`src/rtl/seq_mp_adder_pkg.sv`:
```
// Shared types and constants for the multi-precision sequential adder.
// The FSM encoding and byte-index width helper live here so the top and bench agree.
package seq_mp_adder_pkg;

  localparam int BYTE_W = 8;

  typedef enum logic [1:0] {
    IDLE = 2'd0,
    RUN  = 2'd1,
    DONE = 2'd2
  } state_e;

  // Byte-index counter width: never narrower than one bit, even for a single-byte build.
  function automatic int idx_width(input int nbytes);
    int w;
    w = $clog2(nbytes);
    return (w < 1) ? 1 : w;
  endfunction

endpackage

```
`src/rtl/seq_mp_adder_if.sv`:
```
// Operand request / result response bundle for seq_mp_adder.
// The master side issues operands and consumes results; the adder is the slave.
interface seq_mp_adder_if #(
  parameter int NBYTES = 4
) ();

  logic                  in_valid;
  logic                  in_ready;
  logic [8*NBYTES-1:0]   a;
  logic [8*NBYTES-1:0]   b;
  logic                  ci;
  logic                  out_valid;
  logic                  out_ready;
  logic [8*NBYTES:0]     s;
  logic                  busy;

  modport master (
    output in_valid, a, b, ci, out_ready,
    input  in_ready, out_valid, s, busy
  );

  modport slave (
    input  in_valid, a, b, ci, out_ready,
    output in_ready, out_valid, s, busy
  );

endinterface

```
`src/rtl/seq_mp_adder_add8_slice.sv`:
```
// Single 8-bit carry-in adder slice; purely combinational.
// r[7:0] is the byte sum and r[8] the carry-out.
module add8_slice
  import seq_mp_adder_pkg::*;
(
  input  logic [BYTE_W-1:0] x,
  input  logic [BYTE_W-1:0] y,
  input  logic              cin,
  output logic [BYTE_W:0]   r
);

  assign r = {1'b0, x} + {1'b0, y} + {{BYTE_W{1'b0}}, cin};

endmodule

```
`src/rtl/seq_mp_adder.sv`:
```
// Multi-precision adder that walks the operands LSB byte first through one 8-bit slice,
// registering the carry between bytes, and hands back the full NBYTES*8+1 bit sum.
module seq_mp_adder
  import seq_mp_adder_pkg::*;
#(
  parameter int NBYTES = 4
) (
  input  logic            clk,
  input  logic            rst,
  seq_mp_adder_if.slave   bus
);

  localparam int IDXW = idx_width(NBYTES);
  localparam int W    = BYTE_W * NBYTES;

  localparam logic [1:0]      ST_IDLE  = IDLE;
  localparam logic [1:0]      ST_RUN   = RUN;
  localparam logic [1:0]      ST_DONE  = DONE;
  localparam logic [IDXW-1:0] LAST_IDX = IDXW'(NBYTES - 1);

  logic [1:0]      state_q, state_d;
  logic [IDXW-1:0] idx_q,   idx_d;
  logic            carry_q, carry_d;
  logic [W-1:0]    a_q,     a_d;
  logic [W-1:0]    b_q,     b_d;
  logic [W:0]      s_q,     s_d;

  logic [BYTE_W-1:0] slice_x;
  logic [BYTE_W-1:0] slice_y;
  logic [BYTE_W:0]   slice_r;

  assign slice_x = a_q[int'(idx_q)*BYTE_W +: BYTE_W];
  assign slice_y = b_q[int'(idx_q)*BYTE_W +: BYTE_W];

  add8_slice u_slice (
    .x   (slice_x),
    .y   (slice_y),
    .cin (carry_q),
    .r   (slice_r)
  );

  always_comb begin
    // NOTE: every signal written here is defaulted to its held value first, so no path
    // through the case statement can leave it unassigned and infer a latch.
    state_d = state_q;
    idx_d   = idx_q;
    carry_d = carry_q;
    a_d     = a_q;
    b_d     = b_q;
    s_d     = s_q;

    unique case (state_q)
      ST_IDLE: begin
        if (bus.in_valid) begin
          a_d     = bus.a;
          b_d     = bus.b;
          carry_d = bus.ci;
          idx_d   = '0;
          s_d     = '0;
          state_d = ST_RUN;
        end
      end

      ST_RUN: begin
        s_d[int'(idx_q)*BYTE_W +: BYTE_W] = slice_r[BYTE_W-1:0];
        carry_d = slice_r[BYTE_W];
        // The last byte parks the index rather than wrapping it.
        if (idx_q == LAST_IDX) begin
          s_d[W]  = slice_r[BYTE_W];
          state_d = ST_DONE;
        end else begin
          idx_d = idx_q + 1'b1;
        end
      end

      ST_DONE: begin
        if (bus.out_ready) state_d = ST_IDLE;
      end

      default: state_d = ST_IDLE;
    endcase
  end

  // NOTE: operand and result registers are reset too, so an aborted operation
  // leaves s at zero rather than exposing partial bytes.
  always_ff @(posedge clk or posedge rst) begin
    if (rst) begin
      state_q <= ST_IDLE;
      idx_q   <= '0;
      carry_q <= 1'b0;
      a_q     <= '0;
      b_q     <= '0;
      s_q     <= '0;
    end else begin
      // NOTE: non-blocking assignments so every flop samples the pre-edge values.
      state_q <= state_d;
      idx_q   <= idx_d;
      carry_q <= carry_d;
      a_q     <= a_d;
      b_q     <= b_d;
      s_q     <= s_d;
    end
  end

  assign bus.in_ready  = (state_q == ST_IDLE);
  assign bus.out_valid = (state_q == ST_DONE);
  assign bus.busy      = (state_q == ST_RUN) || (state_q == ST_DONE);
  assign bus.s         = s_q;

endmodule

```
`src/flat_wrapper.sv`:
```
// flat-port wrapper written by rule: the top's interface ports become plain ports
module seq_mp_adder_flat import seq_mp_adder_pkg::*;
#(
  parameter int NBYTES = 4
)
  (clk, rst, bus_in_valid, bus_a, bus_b, bus_ci, bus_out_ready, bus_in_ready, bus_out_valid, bus_s, bus_busy);
  seq_mp_adder_if #(.NBYTES(NBYTES)) bus_i ();
  input  logic clk;
  input  logic rst;
  input wire logic [$bits(bus_i.in_valid)-1:0] bus_in_valid;
  input wire logic [$bits(bus_i.a)-1:0] bus_a;
  input wire logic [$bits(bus_i.b)-1:0] bus_b;
  input wire logic [$bits(bus_i.ci)-1:0] bus_ci;
  input wire logic [$bits(bus_i.out_ready)-1:0] bus_out_ready;
  output wire logic [$bits(bus_i.in_ready)-1:0] bus_in_ready;
  output wire logic [$bits(bus_i.out_valid)-1:0] bus_out_valid;
  output wire logic [$bits(bus_i.s)-1:0] bus_s;
  output wire logic [$bits(bus_i.busy)-1:0] bus_busy;
  assign bus_i.in_valid = bus_in_valid;
  assign bus_i.a = bus_a;
  assign bus_i.b = bus_b;
  assign bus_i.ci = bus_ci;
  assign bus_i.out_ready = bus_out_ready;
  assign bus_in_ready = bus_i.in_ready;
  assign bus_out_valid = bus_i.out_valid;
  assign bus_s = bus_i.s;
  assign bus_busy = bus_i.busy;
  seq_mp_adder #(.NBYTES(NBYTES)) u_core (.clk(clk), .rst(rst), .bus(bus_i));
endmodule
```
`config.mk`:
```
export PLATFORM = sky130hd
export DESIGN_NAME = seq_mp_adder_flat
export DESIGN_NICKNAME = d
export VERILOG_FILES = /design/src/rtl/seq_mp_adder_pkg.sv /design/src/rtl/seq_mp_adder_if.sv /design/src/rtl/seq_mp_adder_add8_slice.sv /design/src/rtl/seq_mp_adder.sv /design/src/flat_wrapper.sv
export SDC_FILE = /design/constraint.sdc
export NUM_CORES = 1
export LEC_CHECK = 0
export CAP_MARGIN = 15
export CELL_PAD_IN_SITES_DETAIL_PLACEMENT = 0
export CELL_PAD_IN_SITES_GLOBAL_PLACEMENT = 1
export CORE_MARGIN = 1
export CORE_UTILIZATION = 44
export DETAILED_ROUTE_END_ITERATION = 6
export GPL_TIMING_DRIVEN = 0
export PLACE_DENSITY_LB_ADDON = 0.1
export SYNTH_ARGS = -nofsm -noshare
export SYNTH_HDL_FRONTEND = slang
export SYNTH_SLANG_ARGS = --single-unit
```
`constraint.sdc`:
```
create_clock -name clk -period 6.7 [get_ports clk]
set_input_delay 0.67 -clock clk [delete_from_list [all_inputs] [get_ports clk]]
set_output_delay 0.67 -clock clk [all_outputs]
set_load 0.01 [all_outputs]
```
=== Word level (Yosys, flattened, before mapping) ===
Cells that the tools add are included.

* $add $sub $neg: 4
* Multipliers: 0
* Divide/modulo/power cells: 0
* Order comparisons: 0
* Equality and inequality tests: 7
* Shift operators: 4
* Multiplexer cells: 13
* Bitwise operators: 0
* Reductions and logical operators: 7

{| class="wikitable"
|+ Operators by type and width
! operator !! number
|-
| $pmux W33 S2 || 1
|-
| $shiftx A32 B6 Y8 || 2
|-
| $bwmux W33 || 1
|-
| $mux W33 || 1
|-
| $neg A5 Y33 || 1
|-
| $shift A8 B33 Y33 const A || 1
|-
| $shiftx A8 B33 Y33 || 1
|-
| $mux W2 || 5
|-
| $add A8 B8 Y9 || 1
|-
| $add A9 B1 Y9 || 1
|-
| $ne A2 B2 Y1 const B || 3
|-
| $pmux W2 S3 || 1
|-
| $reduce_and A3 Y1 || 2
|-
| $eq A2 B2 Y1 const B || 2
|-
| $pmux W2 S2 || 1
|-
| $reduce_and A2 Y1 || 2
|-
| $add A2 B1 Y2 const B || 1
|-
| $eq A2 B1 Y1 const B || 1
|-
| $logic_not A2 Y1 || 1
|-
| $mux W1 || 2
|-
| $ne A2 B1 Y1 const B || 1
|-
| $pmux W1 S2 || 1
|-
| $reduce_bool A2 Y1 || 1
|-
| $logic_or A1 B1 Y1 || 1
|}

* Register bits after elaboration: 102
* Bits in latches: 0
* RAM bits: 0
* ROM bits: 0
* Input bits: 69
* Output and inout bits: 36
* Memories kept: 0

=== Longest topological paths before layout ===
Gate-level depths: netlist of the first run.

* Depth in word-level cells: 7
* Depth in mapped cells: 10

=== Cells and area by module ===
From an unflattened synthesis of the first run, not the netlist that was laid out.

* Cells, all modules: 330
* Area, all modules: 4,810.9 µm²

{| class="wikitable"
|+ Modules (own cells, without submodules)
! module !! times used !! cells an instance !! area each (µm²) !! sequential area each (µm²)
|-
| seq_mp_adder || 1 || 288 || 4,479.3 || 2,552.4
|-
| add8_slice || 1 || 42 || 331.6 || 0.0
|}

=== Worst setup path before layout of the first run ===
OpenSTA, ideal clock, no wires.

* Path kind: register to register
* Start: reg u_core.idx_q[0]
* End: reg u_core.s_q[15] (netlist: u_core.bus.s[15])
* Setup time: 0.121 ns
* Arrival: 2.536 ns
* Slack: 4.043 ns
* Stages on the path, launching flop included: 10
* Path buffers: 2
* Cell sequence: dfrtp_1 > buf_6 > buf_2 > mux4_2 > ha_1 > a21o_1 > o21bai_1 > o21ai_0 > a41oi_1 > a22o_1

* Cells in the longest elaborated chain, start to end: 6
* Elaborated cells between the ends (all ways): 9
* Those cells by class: add/sub (3); shift (4); mux (2)

{| class="wikitable"
|+ Ends and longest elaborated chain
! element !! RTL line !! text
|-
| from (decl) || seq_mp_adder.sv:22 || <nowiki>logic [IDXW-1:0] idx_q, idx_d;</nowiki>
|-
| from (signal assigned) || seq_mp_adder.sv:97 || <nowiki>idx_q <= idx_d;</nowiki>
|-
| $shiftx A32 B6 Y8, on equally long branches || seq_mp_adder.sv:32, seq_mp_adder.sv:33 ||
|-
| $add A8 B8 Y9 || seq_mp_adder_add8_slice.sv:12 || <nowiki>assign r = {1'b0, x} + {1'b0, y} + {{BYTE_W{1'b0}}, cin};</nowiki>
|-
| $add A9 B1 Y9 || seq_mp_adder_add8_slice.sv:12 ||
|-
| $shiftx A8 B33 Y33 || seq_mp_adder.sv:65 || <nowiki>s_d[int'(idx_q)*BYTE_W +: BYTE_W] = slice_r[BYTE_W-1:0];</nowiki>
|-
| $bwmux W33 (*) || seq_mp_adder.sv:65 ||
|-
| $pmux W33 S2 (*) || seq_mp_adder.sv:52 || <nowiki>unique case (state_q)</nowiki>
|-
| to (signal assigned) || seq_mp_adder.sv:93 || <nowiki>s_q <= '0;</nowiki>
|-
| to (signal assigned) || seq_mp_adder.sv:101 || <nowiki>s_q <= s_d;</nowiki>
|-
| to (decl) || seq_mp_adder.sv:26 || <nowiki>logic [W:0] s_q, s_d;</nowiki>
|}

Mark *: on every way between the ends. The rest lies on a longest branch, timed or not.
A chain may end at the register's enable or synchronous reset.

=== Final worst setup path of the first run ===
* Start: reg u_core.idx_q[1]
* End: reg u_core.s_q[15] (netlist: u_core.bus.s[15])

The elaborated chain is that of the path after synthesis.

==> results of run 1 <==
kinds of logic after synthesis:
| family | count (synthesis) |
|---|---|
| mux | 81 |
| xor+xnor | 5 |
| buf+inv | 27 |
| compound gates | 67 |
| flops | 102 |
| fa+ha+maj | 16 |
| simple gates | 36 |
layer usage:
metal / share of wire, % / track usage [%] / vias to the layer above
met1: 44 / 25.7 / 1540
met5: 0 / 0 / -
met4: 1.8 / 7.24 / 0
met2: 50 / 34.1 / 72
li1: - / - / 1470
met3: 3.9 / 3.65 / 14
through the flow:
step                      power, mW  util, %  std cells  area (µm²)  setup slack, ns
after CTS                      3.17     59.3        590        6150             3.23
after global placement         2.74     57.3        574        5940             1.87
final                          3.14     59.3        590        6150             3.27
after floorplan                2.26        -        334        4730             3.35
after global routing           3.40     59.3        590        6150             3.00
after detailed placement       2.80     57.6        575        5970             3.26
final cells by class:
| type | count | share of cell area (%) |
|---|---|---|
| buffer | 13 | 1.10 |
| clock inverter | 6 | 0.915 |
| tap | 136 | 2.77 |
| sequential | 102 | 41.5 |
| multi-input combinational | 205 | 33.5 |
| clock buffer | 9 | 2.01 |
| inverter | 14 | 0.895 |
| timing repair buffer | 105 | 17.4 |
worst max path at each step:
stage	startpoint	cells after the start	end
after global placement	rst	2	u_core.a_q[20]$_DFFE_PP0P_
after detailed placement	u_core.idx_q[1]$_DFFE_PP0P_	9	u_core.bus.s[15]$_DFFE_PP0P_
final	u_core.idx_q[1]$_DFFE_PP0P_	9	u_core.bus.s[15]$_DFFE_PP0P_
after CTS	u_core.idx_q[1]$_DFFE_PP0P_	9	u_core.bus.s[15]$_DFFE_PP0P_
after global routing	u_core.idx_q[1]$_DFFE_PP0P_	9	u_core.bus.s[15]$_DFFE_PP0P_
after floorplan	rst	1	u_core.a_q[0]$_DFFE_PP0P_
where the power goes:
part	internal [mW]	switching (mW)
clock	0.140	0.219
sequential	0.862	0.123
combinational	0.827	0.967
total	1.83	1.31
flip-flops by register name, indices dropped and copies added (netlist names):
| register | cells |
|---|---|
| u_core.bus.s | 33 |
| u_core.b_q | 32 |
| u_core.a_q | 32 |
| u_core.idx_q | 2 |
| u_core.state_q | 2 |
| u_core.carry_q | 1 |
cell usage in the layout (no fill, tap or decap), types with 2 or more instances in the layout:
cell type / count
clkdlybuf4s50_1: 104
dfrtp_1: 102
mux2_2: 65
a22o_1: 27
mux4_2: 16
nand2_1: 14
ha_1: 14
a21oi_1: 11
inv_1: 11
buf_2: 9
clkbuf_8: 9
o21ai_0: 7
o21ai_1: 5
nor2_1: 5
a21o_1: 4
clkbuf_1: 3
xnor2_1: 3
nand2b_1: 3
nor2b_1: 3
nand3_1: 3
clkinv_4: 3
inv_2: 2
o21a_1: 2
o211ai_1: 2
xor2_1: 2
nor4b_4: 2
fa_1: 2
inv_8: 2
worst max-delay path: stages (launching register included):
cell and delay, ns:
dfrtp_1 0.39, clkbuf_1 0.47, clkbuf_1 0.60, mux4_2 0.43
ha_1 0.38, o211ai_1 0.11, o21bai_1 0.25, o21ai_0 0.13
a41oi_1 0.40, a22o_1 0.20
==> flow_summary.yaml, run 1 <==
timing:
  worst_pin_slew_ns: 0.736
  slew_violations: 0
  skew_ns: 0.0103
  rsz0062_at_grt: "no"
  fmax_mhz: 291
  timing.hold.ws_ns: 0.496
  finalSetupViolCount: 0
  hold_violations: 0
  period_needed_ns: 3.43
  slew-limit-headroom_pct: 50.7
  tns_ns: 0
  fin_crit_sh_pct: 51.2
critical_path:
  worstPathArrival_ns: 3.73
  regToRegStartpoint: "u_core.idx_q[1]$_DFFE_PP0P_"
  cp-end-kind: "flop"
  critPathKind: "reg -> reg"
  worstPathMaxFanout: 10
  ff2ff_path_depth: 9
  required_ns: 7.00
  r2r-end: "u_core.bus.s[15]$_DFFE_PP0P_"
  worstSetupStartpointType: "flop"
  r2r_slack_ns: 3.27
routing:
  viasPerCell: 5.25
  first_pass_iters: 4
  wirelength_mm: 10.2
  wl_per_cell_um: 17.3
  antenna_left: 0
  post-route-drc-count: 0
  drt_iter0_markers: 104
  via_count: 3096
clock_network:
  post_cts_buffers: 0
  clk_latency_ns: 0.36
  htreeDepth: 3
  cts_tree: "done"
  clockRootBuffer: "clkbuf_8"
  numCtsBuffers: 9
  ctsResizeCount: 0
  clockBufferDepth: 2
  cts_sinks: 102
  cts.reportedPaths.clkPinSlew_ns: 0.10
  ctsHoldBuffers: 0
logic_synthesis:
  ys_ff_latch: 102
  synth_fp_nets: 419
  synth-edff-count: 0
  ys.flop_type: "dfrtp_1"
  postSynth.asyncResetShare_pct: 100
  syn-cell-area_um2: 4730
  synthTopCellsByCount: "dfrtp_1, mux2_2, a22o_1, mux4_2"
  synth_compound_area_share_pct: 10.2
  synth_cells: 334
  synth.mux.area_fraction_pct: 23.1
  synth_fa_ha_area_share_pct: 4.55
  yosysMostFrequentCell: "dfrtp_1"
  synth_largest_area_cell: "dfrtp_1"
  yosys_warnings: 0
  synthTopCellsByArea: "dfrtp_1, mux2_2, mux4_2"
  yosysSeqAreaShare_pct: 53.9
  synth_xor_area_share_pct: 0.925
  synth_simple_gate_area_share_pct: 4.81
  synth_cell_type_count: 40
  synth_top_family_by_area: "multiplexers"
  synth_top_area_share_pct: 53.9
  synth_area_per_cell_um2: 14.2
floorplan:
  core_area_um2: 10400
  io_pins: 105
  die_h_um: 106
  initial_core_util_pct: 45.6
  die-area_um2: 11200
  rows: 37
  die_w_um: 106
layout:
  antenna_cells: 0
  fin_nets: 535
  synthToLayoutAreaGrowth_pct: 30.0
  nFillCells: 871
  final-seq-area_um2: 2550
  multi_input_area_um2: 2060
  drive_gt1_share_pct: 25.3
grt:
  grt_max_degree: 54
  antenna_found_initial: 0
  gr-total-overflow: 0
  grt_pass1_wl_mm: 17.0
  track_usage_pct: 20.1
  grt_pass1_vias: 3262
pwr:
  power.leakage_nw: 2.60
  ir_drop_v: 0.000226
  power_density_nw_per_um2: 510
run:
  max_cap_violations: 0
worst_hold_path:
  min_to: "u_core.bus.s[1]$_DFFE_PP0P_"
  min-delay-start: "u_core.bus.s[1]$_DFFE_PP0P_"
  hold_class: "reg -> reg"
  holdPathStages: 2
placed_design:
  gp_congestion: 0.758
  dp_hpwl_mm: 7.73
  numPortBuffers: 104
status:
  status: "finished, final reports clean"
No activity file was read; power rests on OpenSTA's default activity.
==> inputs of run 2 (changes only) <==
CORE_UTILIZATION = 37   (was 44)
clock period = 3 ns   (was 6.7 ns; I/O delays follow)
==> flow_summary.yaml, run 2 (same netlist as run 1, synthesis figures left out) <==
grt:
  grt_pass1_vias: 3221
  antenna_found_initial: 0
  track_usage_pct: 17.6
  grt_pass1_wl_mm: 17.5
  gr-total-overflow: 0
  grt_max_degree: 56
timing:
  period_needed_ns: 2.86
  skew_ns: 0.00974
  fin_crit_sh_pct: 95.5
  fmax_mhz: 349
  rsz0062_at_grt: "yes"
  worst_pin_slew_ns: 0.788
  hold_violations: 0
  setup_ws_ns: 0.136
  slew-limit-headroom_pct: 47.2
  finalSetupViolCount: 0
  slew_violations: 0
  timing.hold.ws_ns: 0.396
pwr:
  power_mw: 7.34
  power_density_nw_per_um2: 1170
  power.leakage_nw: 2.64
  ir_drop_v: 0.000503
critical_path:
  critPathKind: "reg -> reg"
  worstPathMaxFanout: 10
  worstSetupStartpointType: "flop"
  worstPathArrival_ns: 3.07
  cp-end-kind: "flop"
  required_ns: 3.20
floorplan:
  die-area_um2: 13200
  initial_core_util_pct: 38.6
  die_w_um: 115
  die_h_um: 115
  rows: 40
  io_pins: 105
  core_area_um2: 12300
status:
  status: "finished, final reports clean"
layout:
  final_common_cell: "clkdlybuf4s50_1"
  largest_reg_flops: 33
  final-seq-area_um2: 2550
  antenna_cells: 0
  mostFrequentLayoutCells: "clkdlybuf4s50_1, dfrtp_1, mux2_2, a22o_1, mux4_2"
  nFillCells: 1099
  drive_gt1_share_pct: 26.1
  synthToLayoutAreaGrowth_pct: 33.2
  fin_nets: 535
  multi_input_area_um2: 2080
  finish.utilization_pct: 51.4
routing:
  wl_per_cell_um: 17.1
  via_count: 3100
  drt_iter0_markers: 168
  antenna_left: 0
  post-route-drc-count: 0
  first_pass_iters: 4
  viasPerCell: 5.00
  wirelength_mm: 10.6
clock_network:
  clk_latency_ns: 0.34
  cts_tree: "done"
  clockBufferDepth: 2
  ctsHoldBuffers: 0
  cts.reportedPaths.clkPinSlew_ns: 0.06
  htreeDepth: 3
  numCtsBuffers: 9
  clockRootBuffer: "clkbuf_16"
  cts_sinks: 102
placed_design:
  numPortBuffers: 104
  post-place-ws_ns: -0.455
  gp_congestion: 0.762
  dp_hpwl_mm: 7.95
run:
  max_cap_violations: 0
worst_hold_path:
  hold_class: "in -> async"
## run 2: changes by cell type in the layout (fill, tap and decap cells not counted), sizes merged
cell / change
clkinv: -3
clkinvlp: +1
clkbuf: +1
inv: -1
## run 2: critical path, stage by stage, from the launching register on
cell       delay [ns]
dfrtp_1          0.42
buf_8            0.19
mux4_2           0.56
fa_1             0.45
inv_1            0.09
fa_1             0.21
nor2b_1          0.08
o2111ai_1        0.17
nand2_1          0.12
a31oi_2          0.29
o221ai_1         0.15
## run 2: report_power, final
group,internal (mW),total [mW],leakage (nW),switching (mW)
Clock,0.552,1.04,0.117,0.488
Sequential,1.93,2.20,1.27,0.275
Combinational,1.92,4.10,1.25,2.18
Total,4.40,7.34,2.64,2.95
## run 2: timing repair
action                                  in CTS  in global routing
gates resized for setup                      5                  7
buffers inserted                             0                  0
endpoints found under the setup margin      24                 14
## run 2: routing by layer
layer | GRT usage, % | wire [µm] | up-vias
met5 | 0 | 0 | -
met4 | 4.16 | 103 | 0
met3 | 3.90 | 428 | 7
met2 | 28.8 | 5010 | 77
met1 | 24.0 | 5080 | 1545
li1 | - | - | 1471
## run 2: final timing paths
kind	startpoint	end	slack [ns]	cells past startpoint
setup / recovery	u_core.idx_q[0]$_DFFE_PP0P_	u_core.bus.s[32]$_DFFE_PP0P_	0.14	10
hold / removal	rst	u_core.bus.s[0]$_DFFE_PP0P_	0.40	2
hold reg to reg	u_core.bus.s[1]$_DFFE_PP0P_	u_core.bus.s[1]$_DFFE_PP0P_	0.48	2
min in group clk	u_core.bus.s[1]$_DFFE_PP0P_	u_core.bus.s[1]$_DFFE_PP0P_	0.48	2
max in group asynchronous	rst	u_core.a_q[13]$_DFFE_PP0P_	1.93	3
setup reg to reg	u_core.idx_q[0]$_DFFE_PP0P_	u_core.bus.s[32]$_DFFE_PP0P_	0.14	10
## run 2: cell type report
cell class | count | share of cell area, %
inverter | 14 | 0.874
timing repair buffer | 105 | 17.0
sequential | 102 | 40.5
tap | 168 | 3.34
clock buffer | 10 | 3.63
buffer | 13 | 1.31
clock inverter | 3 | 0.377
multi-input combinational | 205 | 33.0
## run 2: per-stage QoR
| step | setup TNS [ns] | cell area, µm² | instances |
|---|---|---|---|
| 6_report | 0 | 6300 | 620 |
| 4_1_cts | 0 | 6280 | 620 |
| 2_1_floorplan | 0 | 4730 | 334 |
| 3_5_place_dp | -5.80 | 6010 | 607 |
| 3_3_place_gp | -167.99 | 5980 | 606 |
| 5_1_grt | -0.160 | 6300 | 620 |
